**src/rtl/multicore_cpu_mul_combine.sv**
```systemverilog
// multicore_cpu_mul_combine
// Reduces the four 16x16 partial products from the per-core multiplier cell
// into the low or high 32-bit word of the 64-bit product. There are two
// stall-aware stages:
//   S1: the low-word add, which is 34 bits wide to keep the carry, plus
//       sign-extended capture of the upper halves of p2 and p3.
//   S2: the high-word four-operand add, folding in the S1 carry, then the
//       word select.
// The valid bits follow the data through both stages. A flush kills the
// valid bits only; the data registers keep whatever they held.

module multicore_cpu_mul_combine (
    input  logic        clk,
    input  logic        reset,
    input  logic [31:0] M_mul_cell_p1,
    input  logic [31:0] M_mul_cell_p2,
    input  logic [31:0] M_mul_cell_p3,
    input  logic [31:0] M_mul_cell_p4,
    input  logic        M_src1_signed,
    input  logic        M_src2_signed,
    input  logic        M_mul_hi,
    input  logic        M_mul_valid,
    input  logic        A_en,
    input  logic        A_flush,
    output logic [31:0] A_mul_result,
    output logic        A_mul_result_valid,
    output logic        A_mul_busy
);

    logic [33:0] lo_sum;
    logic [31:0] p2_hi_ext;
    logic [31:0] p3_hi_ext;
    logic [31:0] hi_sum;

    logic [31:0] s1_lo;
    logic [1:0]  s1_carry;
    logic [31:0] s1_p2h;
    logic [31:0] s1_p3h;
    logic [31:0] s1_p4;
    logic        s1_hi_sel;
    logic        s1_valid;

    // S1 combinational: the low word of the product, and the upper halves of the cross terms
    always_comb begin
        lo_sum = {2'b00, M_mul_cell_p1}
               + {2'b00, M_mul_cell_p2[15:0], 16'h0000}
               + {2'b00, M_mul_cell_p3[15:0], 16'h0000};
        // A cross term is negative only when its high-half operand is signed.
        p2_hi_ext = {{16{M_src2_signed & M_mul_cell_p2[31]}}, M_mul_cell_p2[31:16]};
        p3_hi_ext = {{16{M_src1_signed & M_mul_cell_p3[31]}}, M_mul_cell_p3[31:16]};
    end

    // S1 registers: data advances on enable; valid is also cleared by flush
    always_ff @(posedge clk) begin
        if (reset) begin
            s1_lo     <= 32'h0;
            s1_carry  <= 2'b00;
            s1_p2h    <= 32'h0;
            s1_p3h    <= 32'h0;
            s1_p4     <= 32'h0;
            s1_hi_sel <= 1'b0;
            s1_valid  <= 1'b0;
        end else begin
            if (A_en) begin
                s1_lo     <= lo_sum[31:0];
                s1_carry  <= lo_sum[33:32];
                s1_p2h    <= p2_hi_ext;
                s1_p3h    <= p3_hi_ext;
                s1_p4     <= M_mul_cell_p4;
                s1_hi_sel <= M_mul_hi;
            end
            if (A_flush) begin
                s1_valid <= 1'b0;
            end else if (A_en) begin
                s1_valid <= M_mul_valid;
            end
        end
    end

    // S2 combinational: the high word, with the low-word carry folded in
    always_comb begin
        hi_sum = s1_p4 + s1_p2h + s1_p3h + {30'h0, s1_carry};
    end

    // S2 registers: select the result word; valid is also cleared by flush
    always_ff @(posedge clk) begin
        if (reset) begin
            A_mul_result       <= 32'h0;
            A_mul_result_valid <= 1'b0;
        end else begin
            if (A_en) begin
                A_mul_result <= s1_hi_sel ? hi_sum : s1_lo;
            end
            if (A_flush) begin
                A_mul_result_valid <= 1'b0;
            end else if (A_en) begin
                A_mul_result_valid <= s1_valid;
            end
        end
    end

    assign A_mul_busy = s1_valid;

endmodule

```
**config.mk**
```make
export PLATFORM = sky130hd
export DESIGN_NAME = multicore_cpu_mul_combine
export DESIGN_NICKNAME = d
export VERILOG_FILES = /design/src/rtl/multicore_cpu_mul_combine.sv
export SDC_FILE = /design/constraint.sdc
export NUM_CORES = 1
export LEC_CHECK = 0
export ABC_AREA = 0
export CAP_MARGIN = 20
export CORE_UTILIZATION = 31
export CTS_CLUSTER_DIAMETER = 30
export DETAILED_ROUTE_END_ITERATION = 8
export MAX_ROUTING_LAYER = met4
export PLACE_DENSITY = 0.59
export SYNTH_ARGS = -nofsm -noshare
export SYNTH_HDL_FRONTEND = slang
export SYNTH_SLANG_ARGS = --single-unit
```
**constraint.sdc**
```tcl
create_clock -name clk -period 3.95 [get_ports clk]
set_input_delay 0.5925 -clock clk [delete_from_list [all_inputs] [get_ports clk]]
set_output_delay 0.5925 -clock clk [all_outputs]
set_load 0.01 [all_outputs]
```
==> impl_metrics.py, run 1 <==
metrics = {
    "clock_tree": {
        "cts_sinks": 135,
        "cts_tree": "done",
        "htreeDepth": 4,
        "clk_path_buf_depth": 2,
        "clk_latency_ps": 430,
        "cts_hold_buf": 0,
        "path_clk_slew_ps": 60,
        "cts-buffers-inserted": 17,
        "root_buffer": "clkbuf_16",
    },
    "pwr": {
        "finalPower_mw": 4.351,
        "p_int_mw": 3.043,
        "p_per_area_nw_per_um2": 372.0,
        "p_leak_nw": 5.296,
        "vdd_drop_max_mv": 0.2257,
        "clkPwrFrac_pct": 37.6,
        "power.switching_mw": 1.308,
        "pwr-share-seq_pct": 35.4,
        "p_comb_share_pct": 27.0,
        "swShare_pct": 30.06,
    },
    "worst_hold_path": {
        "hold_class": "register to register",
        "hp-start": "A_mul_result[23]",
    },
    "synthesis": {
        "netlist_instances": 992,
        "yosysWarnings": 0,
        "yosysSeqAreaShare_pct": 30.08,
        "synth_area_um2": 8985,
        "synth_seq_cells": 135,
        "synth_ff_type": "dfxtp_1",
        "yosys.area.top_type": "dfxtp_1",
        "synth_common_cells": "dfxtp_1, nor2_1, inv_1",
        "synth_edf_count": 0,
        "synth.distinct_cells": 62,
        "async_flop_share_pct": 0,
        "netlist.area_leader.share_pct": 30.08,
        "syn_area_per_cell_um2": 9.057,
        "syn-num-nets": 1254,
        "synth.area.top_cells": "dfxtp_1, mux2i_1, fa_1",
        "synth_most_common_cell": "dfxtp_1",
    },
    "drt": {
        "wl_per_cell_um": 14.37,
        "via_per_inst": 4.661,
        "dr.pass1.iters": 4,
        "finalWirelength_um": 22120,
        "ant_nets": 0,
        "drc": 0,
        "drtIter0Drc": 275,
        "vias": 7173,
    },
    "global_routing": {
        "grtUsageTotal_pct": 16.07,
        "grt_pass1_vias": 7139,
        "grt_pass1_wl_um": 35960,
        "grt_max_degree": 101,
        "antenna_found_initial": 0,
        "grt_overflow": 0,
    },
    "timing": {
        "fin_crit_sh_pct": 93.49,
        "hold_viol_final": 0,
        "fin_crit_ps": 3693,
        "tightest_slew_ps": 934.3,
        "fin_ws_ps": 257.3,
        "setup_violations": 0,
        "relSlewSlack_pct": 37.71,
        "fmax_mhz": 270.8,
        "clock_skew_ps": 10.16,
        "slew_viol_final": 0,
    },
    "setup_path": {
        "end_kind": "register",
        "path_class": "register to register",
        "timing.rr.start": "s1_carry[1]",
        "worstPathRequired_ps": 4290,
        "ff2ff_setup_slack_ps": 260,
        "critPathLaunch": "s1_carry[1]",
        "cp_data_arrival_time_ps": 4030,
        "critPathMaxFanout": 4,
        "startpoint_type": "register",
    },
    "die": {
        "dieArea_um2": 29670,
        "ios": 170,
        "core-area_um2": 28160,
        "rows": 61,
        "initial_core_util_pct": 31.90,
        "die_h_um": 172.2,
        "dieWidth_um": 172.2,
    },
    "final_layout": {
        "fillers": 2828,
        "multiInputGateArea_um2": 5657,
        "drive_gt1_share_pct": 5.168,
        "fin_area_um2": 11700,
        "area_growth_pct": 30.16,
        "seqCellArea_um2": 2704,
        "antenna_cells": 0,
        "nets": 1411,
    },
    "outcome": {
        "outcome": "finished, final reports clean",
    },
    "placed_design": {
        "globalplace.congestion": 0.8538,
        "port_buffers": 169,
        "dp_hpwl_um": 17480,
        "place_ws_ps": 147.3,
        "place_area_um2": 11080,
    },
    "run": {
        "maxCapViolCount": 0,
    },
}
==> worst max-delay path: stages (launching register included) <==
cell	delay, ps
dfxtp_1	340
inv_1	80
fa_1	560
fa_1	420
inv_1	70
ha_2	190
inv_1	50
fa_1	390
nor2b_2	180
o31ai_2	90
a211oi_2	340
o31ai_4	140
o31ai_2	230
buf_4	160
nor2b_2	40
xnor2_1	110
a211oi_1	210
==> logic make-up after synthesis <==
| logic type | after synthesis | share of synthesized area (%) |
|---|---|---|
| mux | 110 | 12.27 |
| compound gates | 178 | 13.31 |
| xor+xnor | 38 | 3.704 |
| buf+inv | 168 | 7.074 |
| fa+ha+maj | 126 | 21.72 |
| flops | 135 | 30.08 |
| simple gates | 237 | 11.84 |
==> timing repair <==
action | in CTS | in global routing
resized for setup | 0 | 3
buffers inserted | 0 | 1
setup endpoints to repair | 0 | 5
==> stage by stage <==
step	cells	hold WS [ps]	TNS [ps]	utilization, %
2_1_floorplan	992	425.0	0	-
4_1_cts	1538	457.9	0	41.46
3_5_place_dp	1507	443.7	0	39.34
5_1_grt	1539	473.0	-12.46	41.53
6_report	1539	457.9	0	41.53
3_3_place_gp	1507	441.3	0	39.34
==> registers in the layout, indices dropped and copies added (netlist names) <==
register            cells
s1_carry                2
s1_p2h                 17
s1_p3h                 17
A_mul_result_valid      1
A_mul_busy              1
s1_hi_sel               1
A_mul_result           32
s1_p4                  32
s1_lo                  32
==> metal layers <==
metal	track usage, %	vias up	wire length (um)
li1	-	3681	-
met1	19.88	3346	10400
met2	26.67	134	10650
met3	3.250	12	893
met4	4.078	0	172
met5	-	-	0
==> placed cells by master, fill, tap and decap left out, drive strengths merged, types with 7 or more instances in the layout <==
master	count
nor3	10
a21o	16
mux2i	109
dfxtp	135
o21ai	29
fa	50
nand4	7
clkbuf	18
xnor2	22
nor2	130
xor2	16
nor2b	9
a211oi	27
inv	129
clkdlybuf4s50	167
o22ai	13
nand3	10
o21a	10
buf	14
ha	76
nand2b	8
nand2	37
a31oi	8
a21oi	42
==> power by group through the flow <==
stage | combinational [mW] | clock (mW) | sequential, mW
3_5_place_dp | 1.18 | 0 | 1.57
5_1_grt | 1.32 | 1.75 | 1.55
2_1_floorplan | 0.762 | 0 | 1.56
6_report | 1.18 | 1.64 | 1.54
4_1_cts | 1.20 | 1.69 | 1.54
3_3_place_gp | 1.19 | 0 | 1.57
==> path summary, 6_finish.rpt <==
check | end | cells past startpoint
worst max-delay path | A_mul_result[29] | 16
worst min-delay path | A_mul_result[23] | 1
worst max register to register | A_mul_result[29] | 16
worst min register to register | A_mul_result[23] | 1
==> cell type report <==
type,instances,area share (%)
multi-input cells,689,48.37
flip-flops and latches,135,23.12
repair buffers,181,15.33
well taps,378,4.044
inverters,125,4.012
clock buffers,18,3.670
clock inverters,13,1.455
Power figures use the tool's default switching activity.
==> run 2, diff against run 1 <==
Settings changed: MAX_ROUTING_LAYER met4 to default.
==> run 2 against run 1 <==
Against the previous run:
- power shrank 0.55%
- critical path type unchanged
- clock skew decreased by 1.3 ps
- sequential share of layout area grew 0.055 points
- combinational power barely moved
- register-to-register slack worse by 40 ps
- critical endpoint is now A_mul_result[25]
- flip-flop and latch count unchanged
- global-route usage is 0.33 points lower
==> impl_metrics.py, run 2 (synthesized netlist as in run 1, its figures left out) <==
metrics = {
    "worst_hold_path": {
        "hold_class": "register to register",
        "holdPathStages": 1,
        "hold_end": "A_mul_result[23]",
        "hp-start": "A_mul_result[23]",
    },
    "final_layout": {
        "multiInputGateArea_um2": 5652,
        "final_cell_mix": "clkdlybuf4s50_1, dfxtp_1, nor2_1",
        "final_common_cell": "clkdlybuf4s50_1",
        "antenna_cells": 0,
        "fin_util_pct": 41.43,
        "reg.largest.list": "A_mul_result x32, s1_lo x32, s1_p4 x32",
        "nets": 1411,
        "fin_area_um2": 11670,
        "seqCellArea_um2": 2704,
        "fillers": 2798,
        "drive_gt1_share_pct": 4.991,
        "area_growth_pct": 29.86,
    },
    "clock_tree": {
        "clk_latency_ps": 430,
        "root_buffer": "clkbuf_16",
        "htreeDepth": 4,
        "cts_sinks": 135,
        "clk_path_buf_depth": 2,
        "cts_tree": "done",
        "path_clk_slew_ps": 60,
        "cts_hold_buf": 0,
        "cts-buffers-inserted": 17,
    },
    "setup_path": {
        "r2r_cells": 15,
        "path_class": "register to register",
        "slowest_stage": "fa_1",
        "timing.rr.start": "s1_carry[1]",
        "timing.rr.end": "A_mul_result[25]",
        "cp_cell_sequence": "inv_1 -> fa_1 -> fa_1 -> inv_1 -> ha_2 -> inv_1 -> fa_1 -> nor2b_2 -> o31ai_2 -> a21oi_1 -> a211o_1 -> nand2_1 -> o21ai_0 -> xnor2_1 -> a211oi_1",
        "ff2ff_setup_slack_ps": 220,
        "end_kind": "register",
        "startpoint_type": "register",
        "critPathMaxFanout": 4,
        "cp_data_arrival_time_ps": 4070,
        "worstPathRequired_ps": 4290,
        "slowest_delay_ps": 570,
        "critPathLaunch": "s1_carry[1]",
    },
    "drt": {
        "ant_nets": 0,
        "drtIter0Drc": 346,
        "drc": 0,
        "via_per_inst": 4.677,
        "dr.pass1.iters": 5,
        "wl_per_cell_um": 14.54,
        "vias": 7203,
        "finalWirelength_um": 22390,
    },
    "outcome": {
        "outcome": "finished, final reports clean",
    },
    "global_routing": {
        "grt_pass1_wl_um": 35800,
        "grt_max_degree": 88,
        "antenna_found_initial": 0,
        "grt_pass1_vias": 7057,
        "grtUsageTotal_pct": 15.74,
        "grt_overflow": 0,
    },
    "pwr": {
        "p_per_area_nw_per_um2": 370.8,
        "vdd_drop_max_mv": 0.2518,
        "p_leak_nw": 5.288,
    },
    "die": {
        "initial_core_util_pct": 31.90,
        "rows": 61,
        "ios": 170,
        "core-area_um2": 28160,
        "dieArea_um2": 29670,
        "dieWidth_um": 172.2,
        "die_h_um": 172.2,
    },
    "timing": {
        "relSlewSlack_pct": 40.62,
        "fin_crit_sh_pct": 94.45,
        "fin_crit_ps": 3731,
        "setup_violations": 0,
        "fin_ws_ps": 219.4,
        "hold_viol_final": 0,
        "tns_ps": 0,
        "fmax_mhz": 268.1,
        "clock_skew_ps": 8.903,
        "tightest_slew_ps": 890.7,
        "slew_viol_final": 0,
    },
    "placed_design": {
        "place_area_um2": 11070,
        "dp_hpwl_um": 17690,
        "port_buffers": 169,
        "globalplace.congestion": 0.8365,
        "place_ws_ps": 106.4,
    },
    "run": {
        "maxCapViolCount": 0,
    },
}
-- run 2: cell types whose count changed in the layout (fill, tap and decap cells not counted) --
cell | previous run | this run
clkbuf_1 | 1 | 3
buf_12 | 1 | 0
buf_4 | 12 | 13
bufinv_16 | 3 | 2
clkbuf_8 | 0 | 1
clkinv_2 | 1 | 0
clkinvlp_4 | 3 | 2
inv_8 | 0 | 1
o31ai_1 | 1 | 2
o31ai_2 | 2 | 1
-- run 2: per-layer routing --
| metal | GRT usage [%] | share of wire (%) | up-vias |
|---|---|---|---|
| met3 | 3.616 | 4.0 | 21 |
| li1 | - | - | 3685 |
| met4 | 3.694 | 1.2 | 0 |
| met2 | 26.31 | 48 | 133 |
| met1 | 20.42 | 47 | 3364 |
| met5 | 0 | 0 | - |
-- run 2: metrics by stage --
step / cells / power (mW) / hold WS, ps
finish: 1540 / 4.327 / 456.1
global route: 1540 / 4.602 / 464.6
CTS: 1539 / 4.399 / 457.8
detailed placement: 1507 / 2.758 / 443.4
global placement: 1507 / 2.753 / 435.5
floorplan: 992 / 2.322 / 425.0
-- run 2: report_power, final --
| part | internal [mW] | leakage [nW] | total (mW) | switching (mW) |
|---|---|---|---|---|
| Combinational | 0.574 | 3.89 | 1.18 | 0.605 |
| Sequential | 1.47 | 1.11 | 1.54 | 0.0666 |
| Clock | 0.961 | 0.281 | 1.61 | 0.649 |
| Total | 3.01 | 5.29 | 4.33 | 1.32 |
-- run 2: final cells by class --
type / count / area share (%)
multi-input cells: 689 / 48.44
flip-flops and latches: 135 / 23.17
repair buffers: 181 / 15.26
well taps: 378 / 4.054
inverters: 125 / 4.021
clock buffers: 21 / 3.861
clock inverters: 11 / 1.190
-- run 2: worst max-delay path by stage --
stage | endpoint | slack (ps) | cells after the start
2_1_floorplan | A_mul_result[30] | 170 | 13
3_3_place_gp | s1_lo[31] | 220 | 13
3_5_place_dp | s1_lo[31] | 110 | 13
4_1_cts | A_mul_result[29] | 140 | 16
5_1_grt | A_mul_result[25] | -0.2 | 15
6_report | A_mul_result[25] | 220 | 15
-- run 2: critical path: cells and delay by family, from the launching register on --
kind	cells	cell delay (ps)
adders and majority gates	4	1590
AOI/OAI and AO/OA	5	1110
DFF	1	330
and+or+nand+nor	2	290
buffers and inverters	3	190
xor gates and xnor gates	1	130
-- run 2: repair_timing --
item / in CTS / in global routing
gates resized for setup: 0 / 2
setup buffers: 0 / 1
setup endpoints to repair: 0 / 5
endpoints found under the hold margin: 0 / 0
